[src/rtl/clk_ce_manager.sv]
// clk_ce_manager: lock-qualified reset sequencer plus fractional CE generators.
// Optional: define CLK_CE_PHASE_ALIGN_EN to add the SYNC phase-align input.
module clk_ce_manager #(
  parameter int          CHANNELS    = 4,
  parameter int          ACC_W       = 24,
  parameter int          LOCK_HOLD   = 1024,
  parameter logic [31:0] DEFAULT_INC = 32'd0,
  localparam int         CH_W        = (CHANNELS > 1) ? $clog2(CHANNELS) : 1
) (
  input  logic                REFERENCECLK,
  input  logic                RESET,
  input  logic                PLL_LOCK,
  input  logic                WR_EN,
  input  logic [CH_W-1:0]     WR_CH,
  input  logic [ACC_W-1:0]    WR_DATA,
`ifdef CLK_CE_PHASE_ALIGN_EN
  input  logic                SYNC,
`endif
  output logic [CHANNELS-1:0] CE,
  output logic                RESET_OUT,
  output logic                LOCKED
);

  localparam int CNT_W = (LOCK_HOLD > 1) ? $clog2(LOCK_HOLD + 1) : 1;
  localparam logic [CNT_W-1:0] HOLD_LAST = CNT_W'(LOCK_HOLD - 1);
  localparam logic [ACC_W-1:0] INC_RST   = DEFAULT_INC[ACC_W-1:0];

  localparam logic [1:0] S_WAIT = 2'd0;
  localparam logic [1:0] S_HOLD = 2'd1;
  localparam logic [1:0] S_RUN  = 2'd2;

  logic                sync1_q, sync1_d;
  logic                sync2_q, sync2_d;
  logic [1:0]          state_q, state_d;
  logic [CNT_W-1:0]    cnt_q, cnt_d;
  logic [ACC_W-1:0]    inc_q [CHANNELS];
  logic [ACC_W-1:0]    inc_d [CHANNELS];
  logic [ACC_W-1:0]    acc_q [CHANNELS];
  logic [ACC_W-1:0]    acc_d [CHANNELS];
  logic [CHANNELS-1:0] ce_q, ce_d;
  logic                rst_out_q, rst_out_d;
  logic                locked_q, locked_d;
  logic                lock_s;
  logic                sync_clr;
  logic                run_act;

  assign lock_s = sync2_q;

`ifdef CLK_CE_PHASE_ALIGN_EN
  assign sync_clr = SYNC;
`else
  assign sync_clr = 1'b0;
`endif

  // Accumulate only while staying in RUN; lock loss clears on the same edge.
  assign run_act = (state_q == S_RUN) && lock_s;

  // Two-flop synchroniser for the raw PLL lock.
  always_comb begin
    sync1_d = PLL_LOCK;
    sync2_d = sync1_q;
  end

  // Lock qualification FSM with hold counter.
  always_comb begin
    state_d = state_q;
    cnt_d   = cnt_q;
    unique case (state_q)
      S_WAIT: begin
        cnt_d = '0;
        if (lock_s) state_d = S_HOLD;
      end
      S_HOLD: begin
        if (!lock_s) begin
          state_d = S_WAIT;
          cnt_d   = '0;
        end else if (cnt_q == HOLD_LAST) begin
          state_d = S_RUN;
          cnt_d   = '0;
        end else begin
          cnt_d = cnt_q + 1'b1;
        end
      end
      S_RUN: begin
        cnt_d = '0;
        if (!lock_s) state_d = S_WAIT;
      end
      default: begin
        state_d = S_WAIT;
        cnt_d   = '0;
      end
    endcase
    rst_out_d = (state_d == S_RUN);
    locked_d  = (state_d == S_RUN);
  end

  // Increment registers; out-of-range channel selects match nothing.
  always_comb begin
    for (int i = 0; i < CHANNELS; i++) begin
      inc_d[i] = inc_q[i];
      if (WR_EN && (WR_CH == CH_W'(i))) inc_d[i] = WR_DATA;
    end
  end

  // Phase accumulators; carry out becomes the enable pulse.
  always_comb begin
    logic [ACC_W:0] sum;
    sum = '0;
    for (int i = 0; i < CHANNELS; i++) begin
      sum      = {1'b0, acc_q[i]} + {1'b0, inc_q[i]};
      acc_d[i] = '0;
      ce_d[i]  = 1'b0;
      if (run_act && !sync_clr) begin
        acc_d[i] = sum[ACC_W-1:0];
        ce_d[i]  = sum[ACC_W];
      end
    end
  end

  // State registers.
  always_ff @(posedge REFERENCECLK or negedge RESET) begin
    if (!RESET) begin
      sync1_q   <= 1'b0;
      sync2_q   <= 1'b0;
      state_q   <= S_WAIT;
      cnt_q     <= '0;
      ce_q      <= '0;
      rst_out_q <= 1'b0;
      locked_q  <= 1'b0;
      for (int i = 0; i < CHANNELS; i++) begin
        inc_q[i] <= INC_RST;
        acc_q[i] <= '0;
      end
    end else begin
      sync1_q   <= sync1_d;
      sync2_q   <= sync2_d;
      state_q   <= state_d;
      cnt_q     <= cnt_d;
      ce_q      <= ce_d;
      rst_out_q <= rst_out_d;
      locked_q  <= locked_d;
      for (int i = 0; i < CHANNELS; i++) begin
        inc_q[i] <= inc_d[i];
        acc_q[i] <= acc_d[i];
      end
    end
  end

  assign CE        = ce_q;
  assign RESET_OUT = rst_out_q;
  assign LOCKED    = locked_q;

endmodule

[config.mk]
export PLATFORM = sky130hd
export DESIGN_NAME = clk_ce_manager
export DESIGN_NICKNAME = d
export VERILOG_FILES = /design/src/rtl/clk_ce_manager.sv
export SDC_FILE = /design/constraint.sdc
export NUM_CORES = 1
export LEC_CHECK = 0
export CAP_MARGIN = 0
export CELL_PAD_IN_SITES_DETAIL_PLACEMENT = 1
export CELL_PAD_IN_SITES_GLOBAL_PLACEMENT = 2
export CORE_MARGIN = 2
export CORE_UTILIZATION = 42
export CTS_CLUSTER_SIZE = 20
export DETAILED_ROUTE_END_ITERATION = 16
export GPL_TIMING_DRIVEN = 0
export PLACE_DENSITY_LB_ADDON = 0.1
export SLEW_MARGIN = 40
export SYNTH_ARGS = -nofsm -noshare
export SYNTH_HDL_FRONTEND = slang
export SYNTH_SLANG_ARGS = --single-unit
[constraint.sdc]
create_clock -name REFERENCECLK -period 3 [get_ports REFERENCECLK]
set_input_delay 0.3 -clock REFERENCECLK [delete_from_list [all_inputs] [get_ports REFERENCECLK]]
set_output_delay 0.3 -clock REFERENCECLK [all_outputs]
set_load 0.01 [all_outputs]
==> results_tabular.tex <==
\begin{tabular}{lr}
\hline
Metric & Value \\
\hline
\multicolumn{2}{l}{\textbf{Power}} \\
IR drop worst, VDD & between 0.3 and 0.4 mV \\
Pwr per Cell Area & 565 nW/um\^{}2 \\
Cell leakage power & about 0.0066 uW \\
\multicolumn{2}{l}{\textbf{Clock network}} \\
Clock network latency to the later pin of the worst-skew pair & about 0.53 ns \\
Number of buffers created by CTS & 27 \\
Clock-pin slew on the worst setup and hold paths & approximately 0.060 ns \\
TritonCTS clock tree & yes \\
Number of sinks on the clock net & 212 \\
CTS Buffer Depth & 3 \\
Deepest level of the CTS H-tree & 1 \\
CTS Root Cell & sky130\_fd\_sc\_hd\_\_clkbuf\_16 \\
\multicolumn{2}{l}{\textbf{Setup path}} \\
Worst path cell trace & ha\_1 > fa\_1 > a211oi\_2 > o21ai\_1 > a2111oi\_2 > o21ai\_1 > a31oi\_1 > xor2\_1 > nor2\_1 \\
Required arrival time at the worst endpoint & 3.38 ns \\
Cell with the largest stage delay on the worst path & sky130\_fd\_sc\_hd\_\_fa\_1 \\
Most frequent cell on the critical path & sky130\_fd\_sc\_hd\_\_o21ai\_1 \\
Delay of the slowest cell on the worst path & 0.45 ns \\
Minimum setup slack among reg-to-reg paths & around 0.14 ns \\
Setup crit end kind & flop \\
CP bufs+invs & 0 \\
Kind of cell adding the most delay to the critical path & compound AO/OA/AOI/OAI gates \\
Category of the most critical setup path & reg2reg \\
Crit start category & flop \\
Arrival time worst endpoint & approximately 3.2 ns \\
Largest fanout of any net on the critical path & 3 \\
\multicolumn{2}{l}{\textbf{Timing}} \\
Portion of the clock cycle consumed by the worst path in the final layout & about 95\% \\
Slew HR & a little under half \\
Setup TNS after final layout & 0 ns \\
Hold Fails Final Rpt & 0 \\
Final count of negative-setup-slack endpoints & 0 \\
Period minus WS final & about 2.9 ns \\
Worst Tran Pin Value & $\sim$0.78 ns \\
Final number of max-transition violations & 0 \\
Clk\_skew & 0.00997 ns \\
Hold slack & between 0.2 and 0.25 ns \\
Peak Freq & around 0.35 GHz \\
\multicolumn{2}{l}{\textbf{Synthesis}} \\
Number of standard cells after synthesis & $\sim$1200 \\
Most frequent cells after synthesis & sky130\_fd\_sc\_hd\_\_dfrtp\_1, sky130\_fd\_sc\_hd\_\_nor2\_1, sky130\_fd\_sc\_hd\_\_ha\_1, sky130\_fd\_sc\_hd\_\_mux2\_2, sky130\_fd\_sc\_hd\_\_a21oi\_1 \\
Post-synth top area cell & sky130\_fd\_sc\_hd\_\_dfrtp\_1 \\
Synthesis Warnings & 0 \\
Mean area per synthesized cell & about 10 um\^{}2 \\
Most frequent cell after synthesis & sky130\_fd\_sc\_hd\_\_dfrtp\_1 \\
Simple-gate portion of the synthesized area & $\sim$13\% \\
Sequential area share after synthesis & between 40\% and 50\% \\
Compound-Gate Fraction of Synth Area & approximately 17\% \\
Most area-consuming cells after synthesis & sky130\_fd\_sc\_hd\_\_dfrtp\_1, sky130\_fd\_sc\_hd\_\_ha\_1, sky130\_fd\_sc\_hd\_\_mux2\_2 \\
Post-Synthesis Net Count & 1290 \\
Number of flip-flops and latches in the synthesized netlist & around 210 \\
Multiplexer share of the synthesized area & 9.43\% \\
Yosys cell types & between 60 and 70 \\
Number of synthesized flops with an enable pin & 0 \\
XOR/XNOR Fraction of Synth Area & around 4.7\% \\
Share of Yosys cell area claimed by the top area cell type & 43.8\% \\
Most instantiated flip-flop cell in the synthesis netlist & sky130\_fd\_sc\_hd\_\_dfrtp\_1 \\
Cell area after synthesis & roughly 12000 um\^{}2 \\
Combinational family with the most area after synthesis & compound AO/OA/AOI/OAI gates \\
Adder and majority cell fraction of the synthesized area & between 10\% and 20\% \\
Fraction of synthesis flops using an asynchronous set or reset pin & 100\% \\
\multicolumn{2}{l}{\textbf{Floorplan}} \\
IO Pins & 36 \\
Core area & about 29000 um\^{}2 \\
Initial Utilization & between 40\% and 50\% \\
Number of cell rows & 62 \\
Die span in y & around 170 um \\
Floorplan die width & approximately 170 um \\
Die area & just over 30000 um\^{}2 \\
\multicolumn{2}{l}{\textbf{Global route}} \\
Vias in the first global route & 9735 \\
GRT Resource Usage Total & roughly 22\% \\
First-pass GRT wire length & 53700 um \\
Antenna violations before repair & 2 \\
Maximum number of pins on one net before global-route repair & 66 \\
Overflow left after global routing & 0 \\
\multicolumn{2}{l}{\textbf{Hold path}} \\
Type of the most critical hold path & in2reg \\
\multicolumn{2}{l}{\textbf{Placed design}} \\
Routability cong. & just over 0.8 \\
Number of placed cells counting well taps & roughly 1600 \\
IO Port Bufs & 35 \\
Total half-perimeter wirelength after legalization and detailed placement & 23700 um \\
\multicolumn{2}{l}{\textbf{Layout}} \\
Non-filler cells in the finished layout & $\sim$1600 \\
\# nets final & 1361 \\
Layout fillers & between 3000 and 4000 \\
Fraction of final layout cells with drive strength greater than 1 & $\sim$14\% \\
Area growth syn-to-layout & 16.1\% \\
\multicolumn{2}{l}{\textbf{Detailed routing}} \\
Detailed Route WL & approximately 33000 um \\
Drt first-iter violations & 401 \\
Routed wl met3 & 1040 um \\
Final routed wire length divided by cell count & 19.9 um \\
Top Metal Used & met4 \\
Via count & slightly above 9000 \\
Routed vias/inst & 5.56 \\
Detailed-route DRC error count & 0 \\
Met2 Wirelength & about 15000 um \\
Remaining antenna violation count & 0 \\
Post-Route M1 WL & $\sim$16000 um \\
Number of detailed-route iterations in the first pass & 5 \\
\multicolumn{2}{l}{\textbf{Flow run}} \\
Max-Cap Viols & 0 \\
\multicolumn{2}{l}{\textbf{Run status}} \\
Status & complete, no violations \\
\hline
\end{tabular}
-- per-layer routing --
metal	GRT usage [%]	up-vias
met5	0	-
met4	5.74	0
met3	2.89	52
met2	37.0	102
met1	31.0	4535
li1	-	4394
-- timing repair --
action / CTS / global route
buffers inserted: 0 / 3
resized for setup: 9 / 10
pin swaps: 0 / 3
hold buffers: 1 / 0
hold endpoints to repair: 47 / 0
setup endpoints to repair: 12 / 18
-- worst paths after layout --
check                                            from                     to  cells after the start
worst min-delay path                         PLL_LOCK      sync1_q$_DFF_PN0_                      1
worst min register to register      sync1_q$_DFF_PN0_       lock_s$_DFF_PN0_                      0
worst max register to register  inc_q[72]$_DFFE_PN0P_    acc_q[94]$_DFF_PN0_                      9
worst max-delay path            inc_q[72]$_DFFE_PN0P_    acc_q[94]$_DFF_PN0_                      9
min in group asynchronous                       RESET  inc_q[29]$_DFFE_PN0P_                      2
max in group asynchronous                       RESET     cnt_q[2]$_DFF_PN0_                      4
-- power breakdown --
group / switching [uW] / total, uW / leakage (uW) / internal [uW]
clock network: 1260 / 3310 / 0.000441 / 2050
logic: 760 / 1350 / 0.00338 / 594
registers: 168 / 3280 / 0.00275 / 3110
-- cell families after synthesis --
| group | after synthesis |
|---|---|
| xor gates and xnor gates | 65 |
| and+or+nand+nor | 319 |
| buffers and inverters | 57 |
| DFF | 212 |
| muxes | 102 |
| AOI/OAI and AO/OA | 303 |
| adders and majority gates | 101 |
-- sequential cells by signal, indices dropped and copies added, names as in the netlist --
register,count
state_q,2
lock_s,1
LOCKED,1
inc_q,96
cnt_q,11
sync1_q,1
CE,4
acc_q,96
-- cell usage in the layout, fill, tap and decap left out, types with 5 or more instances in the layout --
cell / count
sky130_fd_sc_hd__dfrtp_1: 212
sky130_fd_sc_hd__nor2_1: 124
sky130_fd_sc_hd__mux2_2: 97
sky130_fd_sc_hd__ha_1: 97
sky130_fd_sc_hd__a21oi_1: 71
sky130_fd_sc_hd__o21ai_0: 57
sky130_fd_sc_hd__a21o_1: 50
sky130_fd_sc_hd__nand2_1: 48
sky130_fd_sc_hd__clkdlybuf4s50_1: 34
sky130_fd_sc_hd__xnor2_1: 33
sky130_fd_sc_hd__xor2_1: 32
sky130_fd_sc_hd__clkbuf_1: 32
sky130_fd_sc_hd__clkbuf_16: 27
sky130_fd_sc_hd__nand3_1: 24
sky130_fd_sc_hd__a211oi_1: 23
sky130_fd_sc_hd__nor3_1: 21
sky130_fd_sc_hd__and2_1: 20
sky130_fd_sc_hd__inv_1: 20
sky130_fd_sc_hd__o21bai_1: 16
sky130_fd_sc_hd__and3_1: 13
sky130_fd_sc_hd__nand2b_1: 12
sky130_fd_sc_hd__nand4_1: 11
sky130_fd_sc_hd__a31oi_1: 10
sky130_fd_sc_hd__o21a_1: 9
sky130_fd_sc_hd__nand3b_1: 8
sky130_fd_sc_hd__o31ai_1: 8
sky130_fd_sc_hd__o211ai_1: 8
sky130_fd_sc_hd__nor3b_1: 8
sky130_fd_sc_hd__or3_1: 7
sky130_fd_sc_hd__o21ai_1: 6
sky130_fd_sc_hd__a211o_1: 6
sky130_fd_sc_hd__clkbuf_8: 6
sky130_fd_sc_hd__mux2i_1: 5
-- metrics by stage --
stage	setup slack [ns]	total power (uW)	instance area (um^2)	utilization (%)
2_1_floorplan	0.291	4230	12100	-
3_3_place_gp	-7.73	4610	12900	45.3
3_5_place_dp	-0.255	4660	13000	45.7
4_1_cts	0.0260	8040	14000	49.0
5_1_grt	-0.0493	8340	14100	49.2
6_report	0.140	7940	14100	49.3
-- area by class of cell --
cell class | instances | area, um^2 | share of cell area, %
Tap cell | 384 | 480 | 3.42
Inverter | 20 | 75.1 | 0.534
Antenna cell | 1 | 2.50 | 0.0178
Clock buffer | 39 | 781 | 5.55
Buffer | 37 | 150 | 1.07
Timing Repair Buffer | 42 | 470 | 3.35
Multi-Input combinational cell | 890 | 6670 | 47.4
Clock inverter | 9 | 125 | 0.890
Sequential cell | 212 | 5310 | 37.7
(Power assumes the default switching activity.)
